==> config.mk <==
export PLATFORM = sky130hd
export DESIGN_NAME = dnlink_pcm_ctrl
export DESIGN_NICKNAME = d
export VERILOG_FILES = /design/src/rtl/dnlink_pcm_ctrl.sv
export SDC_FILE = /design/constraint.sdc
export NUM_CORES = 1
export LEC_CHECK = 0
export ABC_AREA = 1
export CAP_MARGIN = 20
export CORE_ASPECT_RATIO = 1.2
export CORE_MARGIN = 2
export CORE_UTILIZATION = 53
export DETAILED_ROUTE_END_ITERATION = 6
export GPL_ROUTABILITY_DRIVEN = 0
export HOLD_SLACK_MARGIN = 0.1
export PLACE_DENSITY = 0.81
export REMOVE_ABC_BUFFERS = 1
export SETUP_SLACK_MARGIN = 0.05
export SLEW_MARGIN = 10
export SYNTH_ARGS = -nofsm -noshare
export SYNTH_HDL_FRONTEND = slang
export SYNTH_SLANG_ARGS = --single-unit
==> constraint.sdc <==
create_clock -name clk -period 2.9 [get_ports clk]
set_input_delay 0.725 -clock clk [delete_from_list [all_inputs] [get_ports clk]]
set_output_delay 0.725 -clock clk [all_outputs]
set_load 0.01 [all_outputs]
==> src/rtl/dnlink_pcm_ctrl.sv <==
// dnlink_pcm_ctrl: downlink PCM telemetry sequencer for the AGC.
//
// Divides the synchronised AGC CLK into bit slots and drives the DKSTRT,
// DKBSNC and DKEND strobes into the AGC downlink interface. DKDATA bits
// returned during the bit slots are assembled into NBITS-wide frames and
// queued in a small FIFO that the monitor drains over valid/ready.
//
// Ports
//   clk, rst          system clock, synchronous active-high reset
//   agc_clk_in        AGC CLK output, asynchronous to clk
//   enable            permits new frames; dropping it aborts the current frame
//   dkdata            AGC DKDATA, asynchronous to clk
//   dkstrt/dkbsnc/dkend  registered frame-start / bit-sync / frame-end strobes
//   frame_data        oldest buffered frame, first-received bit in the MSB
//   frame_valid       FIFO non-empty
//   frame_ready       consumer accepts frame_data
//   overflow_cnt      frames dropped on a full FIFO, saturating
//   busy              a frame is being sequenced
//
// state    | meaning
// ST_WAIT  | idle, waiting for slot 0 with enable set
// ST_START | slot 0, DKSTRT pulse
// ST_BITS  | slots 1..NBITS, DKBSNC pulse and DKDATA capture per slot
// ST_END   | slot NBITS+1, DKEND pulse; frame pushed at the end of the slot

module dnlink_pcm_ctrl #(
    parameter int PULSE_DIV   = 20,
    parameter int PULSE_WIDTH = 4,
    parameter int FRAME_SLOTS = 1024,
    parameter int NBITS       = 40,
    parameter int FIFO_DEPTH  = 4
) (
    input  logic             clk,
    input  logic             rst,
    input  logic             agc_clk_in,
    input  logic             enable,
    input  logic             dkdata,
    output logic             dkstrt,
    output logic             dkbsnc,
    output logic             dkend,
    output logic [NBITS-1:0] frame_data,
    output logic             frame_valid,
    input  logic             frame_ready,
    output logic [7:0]       overflow_cnt,
    output logic             busy
);

    localparam int TW = (PULSE_DIV > 1) ? $clog2(PULSE_DIV) : 1;
    localparam int SW = (FRAME_SLOTS > 1) ? $clog2(FRAME_SLOTS) : 1;
    localparam int CW = $clog2(FIFO_DEPTH + 1);
    localparam int AW = (FIFO_DEPTH > 1) ? $clog2(FIFO_DEPTH) : 1;

    typedef enum logic [1:0] {ST_WAIT, ST_START, ST_BITS, ST_END} state_t;

    state_t            state, state_nxt;
    logic              agc_s1, agc_s2, agc_s3, dk_s1, dk_s2;
    logic              tick, slot_bnd, sample_pt, in_pulse;
    logic [TW-1:0]     pulse_timer, timer_nxt;
    logic [SW-1:0]     slot, slot_nxt;
    logic              strt_nxt, bsnc_nxt, end_nxt, push;
    logic [NBITS-1:0]  shreg;
    logic [NBITS-1:0]  fifo_q [FIFO_DEPTH];
    logic [CW-1:0]     count, count_nxt;
    logic [AW-1:0]     wr_idx;
    logic              pop, full, wr, drop;

    always_ff @(posedge clk) begin
        if (rst) begin
            agc_s1 <= 1'b0;
            agc_s2 <= 1'b0;
            agc_s3 <= 1'b0;
            dk_s1  <= 1'b0;
            dk_s2  <= 1'b0;
        end else begin
            agc_s1 <= agc_clk_in;
            agc_s2 <= agc_s1;
            agc_s3 <= agc_s2;
            dk_s1  <= dkdata;
            dk_s2  <= dk_s1;
        end
    end

    assign tick = agc_s2 & ~agc_s3;

    always_comb begin
        timer_nxt = pulse_timer;
        slot_nxt  = slot;
        slot_bnd  = 1'b0;
        if (tick) begin
            if (pulse_timer < TW'(PULSE_DIV - 1)) begin
                timer_nxt = pulse_timer + 1'b1;
            end else begin
                timer_nxt = '0;
                slot_bnd  = 1'b1;
                slot_nxt  = (slot == SW'(FRAME_SLOTS - 1)) ? '0 : slot + 1'b1;
            end
        end
    end

    // DKDATA is sampled on the tick that ends the strobe window.
    assign sample_pt = tick && (pulse_timer == TW'(PULSE_WIDTH - 1));
    assign in_pulse  = timer_nxt < TW'(PULSE_WIDTH);

    always_ff @(posedge clk) begin
        if (rst) begin
            pulse_timer <= '0;
            slot        <= SW'(FRAME_SLOTS - 1);
        end else begin
            pulse_timer <= timer_nxt;
            slot        <= slot_nxt;
        end
    end

    // The bit count is carried by the slot number itself: BITS occupies
    // slots 1..NBITS, so the last bit slot is recognised by its index.
    always_comb begin
        state_nxt = state;
        push      = 1'b0;
        if (!enable) begin
            state_nxt = ST_WAIT;
        end else if (slot_bnd) begin
            case (state)
                ST_WAIT:  if (slot_nxt == '0) state_nxt = ST_START;
                ST_START: state_nxt = ST_BITS;
                ST_BITS:  if (slot == SW'(NBITS)) state_nxt = ST_END;
                ST_END: begin
                    state_nxt = ST_WAIT;
                    push      = 1'b1;
                end
                default:  state_nxt = ST_WAIT;
            endcase
        end
        strt_nxt = (state_nxt == ST_START) && in_pulse;
        bsnc_nxt = (state_nxt == ST_BITS)  && in_pulse;
        end_nxt  = (state_nxt == ST_END)   && in_pulse;
    end

    always_ff @(posedge clk) begin
        if (rst) begin
            state  <= ST_WAIT;
            dkstrt <= 1'b0;
            dkbsnc <= 1'b0;
            dkend  <= 1'b0;
            busy   <= 1'b0;
        end else begin
            state  <= state_nxt;
            dkstrt <= strt_nxt;
            dkbsnc <= bsnc_nxt;
            dkend  <= end_nxt;
            busy   <= (state_nxt != ST_WAIT);
        end
    end

    always_ff @(posedge clk) begin
        if (rst) begin
            shreg <= '0;
        end else if (state == ST_BITS && sample_pt) begin
            shreg <= {shreg[NBITS-2:0], dk_s2};
        end
    end

    // Shift-register FIFO: entry 0 is always the head, so frame_data comes
    // straight from a flop. A pop and a push in the same cycle are both
    // honoured even when full, because the pop frees the top entry.
    assign pop       = frame_valid & frame_ready;
    assign full      = (count == CW'(FIFO_DEPTH));
    assign wr        = push & (~full | pop);
    assign drop      = push & full & ~pop;
    assign count_nxt = count + CW'(wr) - CW'(pop);
    assign wr_idx    = pop ? AW'(count - CW'(1)) : AW'(count);

    always_ff @(posedge clk) begin
        if (rst) begin
            for (int i = 0; i < FIFO_DEPTH; i++) fifo_q[i] <= '0;
            count        <= '0;
            frame_valid  <= 1'b0;
            overflow_cnt <= '0;
        end else begin
            if (pop) begin
                for (int i = 0; i < FIFO_DEPTH - 1; i++) fifo_q[i] <= fifo_q[i+1];
            end
            if (wr) fifo_q[wr_idx] <= shreg;
            count       <= count_nxt;
            frame_valid <= (count_nxt != '0);
            if (drop && overflow_cnt != 8'hFF) overflow_cnt <= overflow_cnt + 1'b1;
        end
    end

    assign frame_data = fifo_q[0];

endmodule

=== Word-level counts from Yosys, hierarchy flattened ===
Memories as Yosys holds them, arrays and structs flattened.
Index checks and enable logic that the tools add are counted.

* Add/subtract/negate cells: 6
* Multipliers: 0
* Divide/modulo/power cells: 0
* $lt $le $gt $ge: 2
* Equality and inequality tests: 11
* Shifts and indexed selects: 0
* Muxes and demuxes: 30
* Bitwise logic cells: 12
* Reduce and logical (&&, ||, !) cells: 11

{| class="wikitable"
|+ Operator list
! cell !! count
|-
| 2-to-1 mux 40 bit || 4
|-
| OR reduction 40 bit || 1
|-
| 2-to-1 mux 10 bit || 3
|-
| 2-to-1 mux 1 bit || 14
|-
| 2-to-1 mux 2 bit || 6
|-
| adder 10 x 1 -> 10 bit (second input constant) || 1
|-
| equality test 10 bit (second input constant) || 1
|-
| equality test 10 x 6 -> 1 bit (second input constant) || 1
|-
| zero test 10 bit || 1
|-
| 2-to-1 mux 5 bit || 2
|-
| adder 8 x 1 -> 8 bit (second input constant) || 1
|-
| equality test 2 bit (second input constant) || 4
|-
| inequality test 8 bit (second input constant) || 1
|-
| one-hot mux 2 bit (4 select lines) || 1
|-
| logical AND 1 bit || 6
|-
| adder 5 x 1 -> 5 bit (second input constant) || 1
|-
| AND 1 bit || 5
|-
| equality test 5 x 2 -> 1 bit (second input constant) || 1
|-
| less-than comparator 5 x 3 -> 1 bit (second input constant) || 1
|-
| less-than comparator 5 bit (second input constant) || 1
|-
| equality test 2 x 1 -> 1 bit (second input constant) || 2
|-
| OR 1 bit || 4
|-
| adder 3 x 1 -> 3 bit || 1
|-
| equality test 3 bit (second input constant) || 1
|-
| 6 further kinds || 8
|}

* Register bits: 78
* Latch bits: 0
* Bits in writable memories: 160
* ROM bits: 0
* Word-level logic and storage cells: 89
* Memories: 1

{| class="wikitable"
|+ Memories
! memory !! depth !! bits a word !! rd ports !! clocked after Yosys merged registers in !! wr ports !! RTL line !! source
|-
| fifo_q || 4 || 40 || 4 || 0 || 4 || 62 || <nowiki>logic [NBITS-1:0] fifo_q [FIFO_DEPTH];</nowiki>
|}

=== Longest topological paths before layout ===
* Depth in word-level cells: 11
* Gate-level depth with buffers: 17

=== Worst setup path before layout ===
OpenSTA, ideal clock, no wires.

* Path kind: in2reg
* Start point: input port rst
* End point: memory fifo_q[0][0], enable pin
* Library setup time: 0.532 ns
* Data arrival time: 2.399 ns
* Required time: 2.368 ns
* Slack: -0.030 ns
* Stages: 5
* Cell sequence: clkbuf_1 > clkinv_1 > nand4_2 > clkbuf_1 > nand2_1

{| class="wikitable"
|+ RTL lines
! item !! RTL line !! source
|-
| start: declaration || 34 || <nowiki>input logic rst,</nowiki>
|-
| end: declaration || 62 ||
|}

=== Worst setup path after layout ===
* Start point: register pulse_timer[0]
* End point: register frame_valid

* Cells in the longest elaborated chain, start to end: 9

{| class="wikitable"
|+ Ends and longest elaborated chain
! item !! RTL line !! source
|-
| start: declaration || 58 || <nowiki>logic [TW-1:0] pulse_timer, timer_nxt;</nowiki>
|-
| start signal: assignment || 109 || <nowiki>pulse_timer <= timer_nxt;</nowiki>
|-
| less-than comparator 5 bit || 90 || <nowiki>if (pulse_timer < TW'(PULSE_DIV - 1)) begin</nowiki>
|-
| 2-to-1 mux 1 bit || 90 ||
|-
| 2-to-1 mux 1 bit || 89 || <nowiki>if (tick) begin</nowiki>
|-
| 2-to-1 mux 1 bit || 121 || <nowiki>end else if (slot_bnd) begin</nowiki>
|-
| 2-to-1 mux 1 bit || 119 || <nowiki>if (!enable) begin</nowiki>
|-
| AND 1 bit || 167 || <nowiki>assign wr = push & (~full | pop);</nowiki>
|-
| adder 3 x 1 -> 3 bit || 169 || <nowiki>assign count_nxt = count + CW'(wr) - CW'(pop);</nowiki>
|-
| subtractor 3 x 1 -> 3 bit || 169 ||
|-
| nonzero test 3 bit || 184 || <nowiki>frame_valid <= (count_nxt != '0);</nowiki>
|-
| end signal: assignment || 184 ||
|-
| end: declaration || 42 || <nowiki>output logic frame_valid,</nowiki>
|}

Every way passes these cells.
A chain may end at the register's enable or synchronous reset.

==> out/qor.csv <==
metric;value;unit
layout cell share with drive strength beyond 1;8.39;%
P per Cell Area;611;nW/um2
asr flop ratio synth;0;%
CP endpoint kind;flip-flop;
Detailed Place HPWL;11.1;mm
Synth top area share;49.1;%
Fill cells;1387;
Leakage Power;4.07;nW
die area;19600;um2
H-tree levels;1;
Max-cap violations;0;
CTS buffer count;23;
Hold Path Class;reg2reg;
Die Width;128;um
CORE AREA;18200;um2
clk_lat worst skew;0.51;ns
initial antenna violation count;0;
Synth Instances;954;
Total Wirelength;19.1;mm
Final Setup Violations;0;
Post-synth EDFFs;160;
Tot GR Track Use;19.4;%
root buffer cell;clkbuf_16;
total power;7.06;mW
Synth cell types;36;
CTS sink cnt;238;
cell row count;54;
CTS Buffer Depth;3;
Reg clk slew, reported paths;0.06;ns
FMAX;378;MHz
initial core utilization;53.8;%
global-route wire length before repair;31.3;mm
Worst path slowest cell;fa_1;
number of vias per cell;5.65;
Final Hold Fails;0;
Tcrit/Tclk final;91.2;%
Synth Cell Area;9790;um2
hold slack final;0.401;ns
CTS tree;built;
Synth Register Bits;238;
number of global-route vias before repair;6700;
largest area contributor in the netlist;edfxtp_1;
Slew @ Worst Pin;0.694;ns
CP arrival;3.05;ns
status;finished clean;
Area contributors post-synth;edfxtp_1 49%, dfxtp_1 16%, nand3_1 7.1%;
Final nets;1025;
warnings from Yosys;0;
most frequent cell after synthesis;edfxtp_1;
slowest cell delay on critical path;0.41;ns
largest net degree at the start of global routing;81;
die height;153;um
DRT iter0 DRCs;637;
fin. max-slew vios;0;
VDD IR max;418;uV
routed len/inst;15.3;um
grt total ovfl;0;
Setup Skew;0.0139;ns
diode count;0;
I/O pin count;59;
WP data required;3.31;ns
crit path kind;reg2reg;
Core Util, Final;63.6;%
RSZ-0062 raised after global routing;false;
Final Critical Period;2.64;ns
CP Launch Type;flip-flop;
CTS hold repair buffers;0;
port buffer count;58;
mean post-synth cell area;10.3;um2
relative slew slack;53.8;%
Antenna Nets Post-Route;0;
synth cell count leaders;160 x edfxtp_1, 138 x nand3_1, 128 x o21ai_0;
1st-pass router iterations;5;
DRC Markers;0;
ys flop type;edfxtp_1;
via count;7055;
post-synthesis sequential area ratio;65.1;%
Top cell by count, worst path;inv_1;
maximum fanout along the worst path;6;
area grow syn2layout;18.0;%
CP Cell Sequence;nand2_2 -> nand2_4 -> nand3_2 -> inv_2 -> nand3_2 -> nor2_4 -> inv_2 -> ha_1 -> inv_1 -> ha_1 -> inv_1 -> fa_1 -> xnor2_2 -> xor2_1 -> nand3_1 -> nand2_1 -> inv_1;
path summary, 6_finish.rpt:
kind | from | to | slack, ns | cells past startpoint
setup reg to reg | pulse_timer[0] | frame_valid | 0.26 | 17
hold / removal | agc_s1 | agc_s2 | 0.40 | 2
hold reg to reg | agc_s1 | agc_s2 | 0.40 | 2
setup / recovery | pulse_timer[0] | frame_valid | 0.26 | 17
flip-flops by register name (all words and copies together), names as in the netlist:
| name | flops |
|---|---|
| overflow_cnt | 8 |
| agc_s1 | 1 |
| dkend | 1 |
| dk_s1 | 1 |
| slot | 10 |
| agc_s3 | 1 |
| frame_valid | 1 |
| dkstrt | 1 |
| state | 2 |
| pulse_timer | 5 |
| dk_s2 | 1 |
| busy | 1 |
| fifo_q | 160 |
| count | 3 |
| shreg | 40 |
| agc_s2 | 1 |
| dkbsnc | 1 |
where the power goes:
part | switching (mW) | internal [mW]
Combinational | 0.179 | 0.120
Sequential | 0.0352 | 3.74
Clock | 1.22 | 1.77
Total | 1.43 | 5.63
worst max-delay path, delay by kind of cell (launching register included):
kind	cells	cell delay, ns
fa+ha+maj	3	0.80
simple gates	7	0.69
flops	1	0.38
xor+xnor	2	0.37
buf+inv	5	0.30
through the flow:
step | worst slack (ns) | instance area, um2 | TNS, ns | cells
after floorplan | -2.11 | 9540 | -395.76 | 894
after global placement | -0.195 | 10800 | -0.261 | 1206
after detailed placement | -0.245 | 10800 | -0.377 | 1206
after CTS | 0.256 | 11500 | 0 | 1248
after global routing | 0.0542 | 11600 | 0 | 1249
final | 0.256 | 11600 | 0 | 1249
repair_timing:
item,4_1_cts,5_1_grt
setup endpoints to repair,0,1
gates resized for setup,0,1
buffers inserted,0,1
cell families after synthesis:
kind of cell / synth area share (%)
DFF: 65.1
xor gates and xnor gates: 0.447
adders and majority gates: 1.48
and+or+nand+nor: 15.5
AOI/OAI and AO/OA: 11.7
buffers and inverters: 5.84
cells in the final DEF (no fill, tap or decap), types with 24 or more instances in the layout:
cell	netlist	routed
dfxtp_1	78	78
o21ai_1	41	41
clkdlybuf4s50_1	0	58
nor2_1	92	91
edfxtp_1	160	160
nand2_1	65	64
nand3_1	138	138
a21oi_1	51	51
clkbuf_16	0	24
o21ai_0	128	128
inv_1	84	85
final cells by class:
class                   count  area, um2  share of cell area [%]
flip-flops and latches    238       6370                    55.1
multi-input cells         569       2870                    24.9
clock buffers              31        658                    5.70
clock inverters            11        108                   0.932
inverters                  87        327                    2.83
repair buffers             89        938                    8.12
well taps                 224        280                    2.43
metal layers:
layer / part of all wire (%) / vias up / global-route usage (%) / wire [um]
li1: - / 3437 / - / -
met2: 52 / 202 / 33.9 / 9950
met1: 41 / 3395 / 24.7 / 7740
met5: 0 / - / 0 / 0
met3: 5.6 / 21 / 3.26 / 1080
met4: 1.7 / 0 / 5.65 / 322
(Power assumes the default switching activity.)
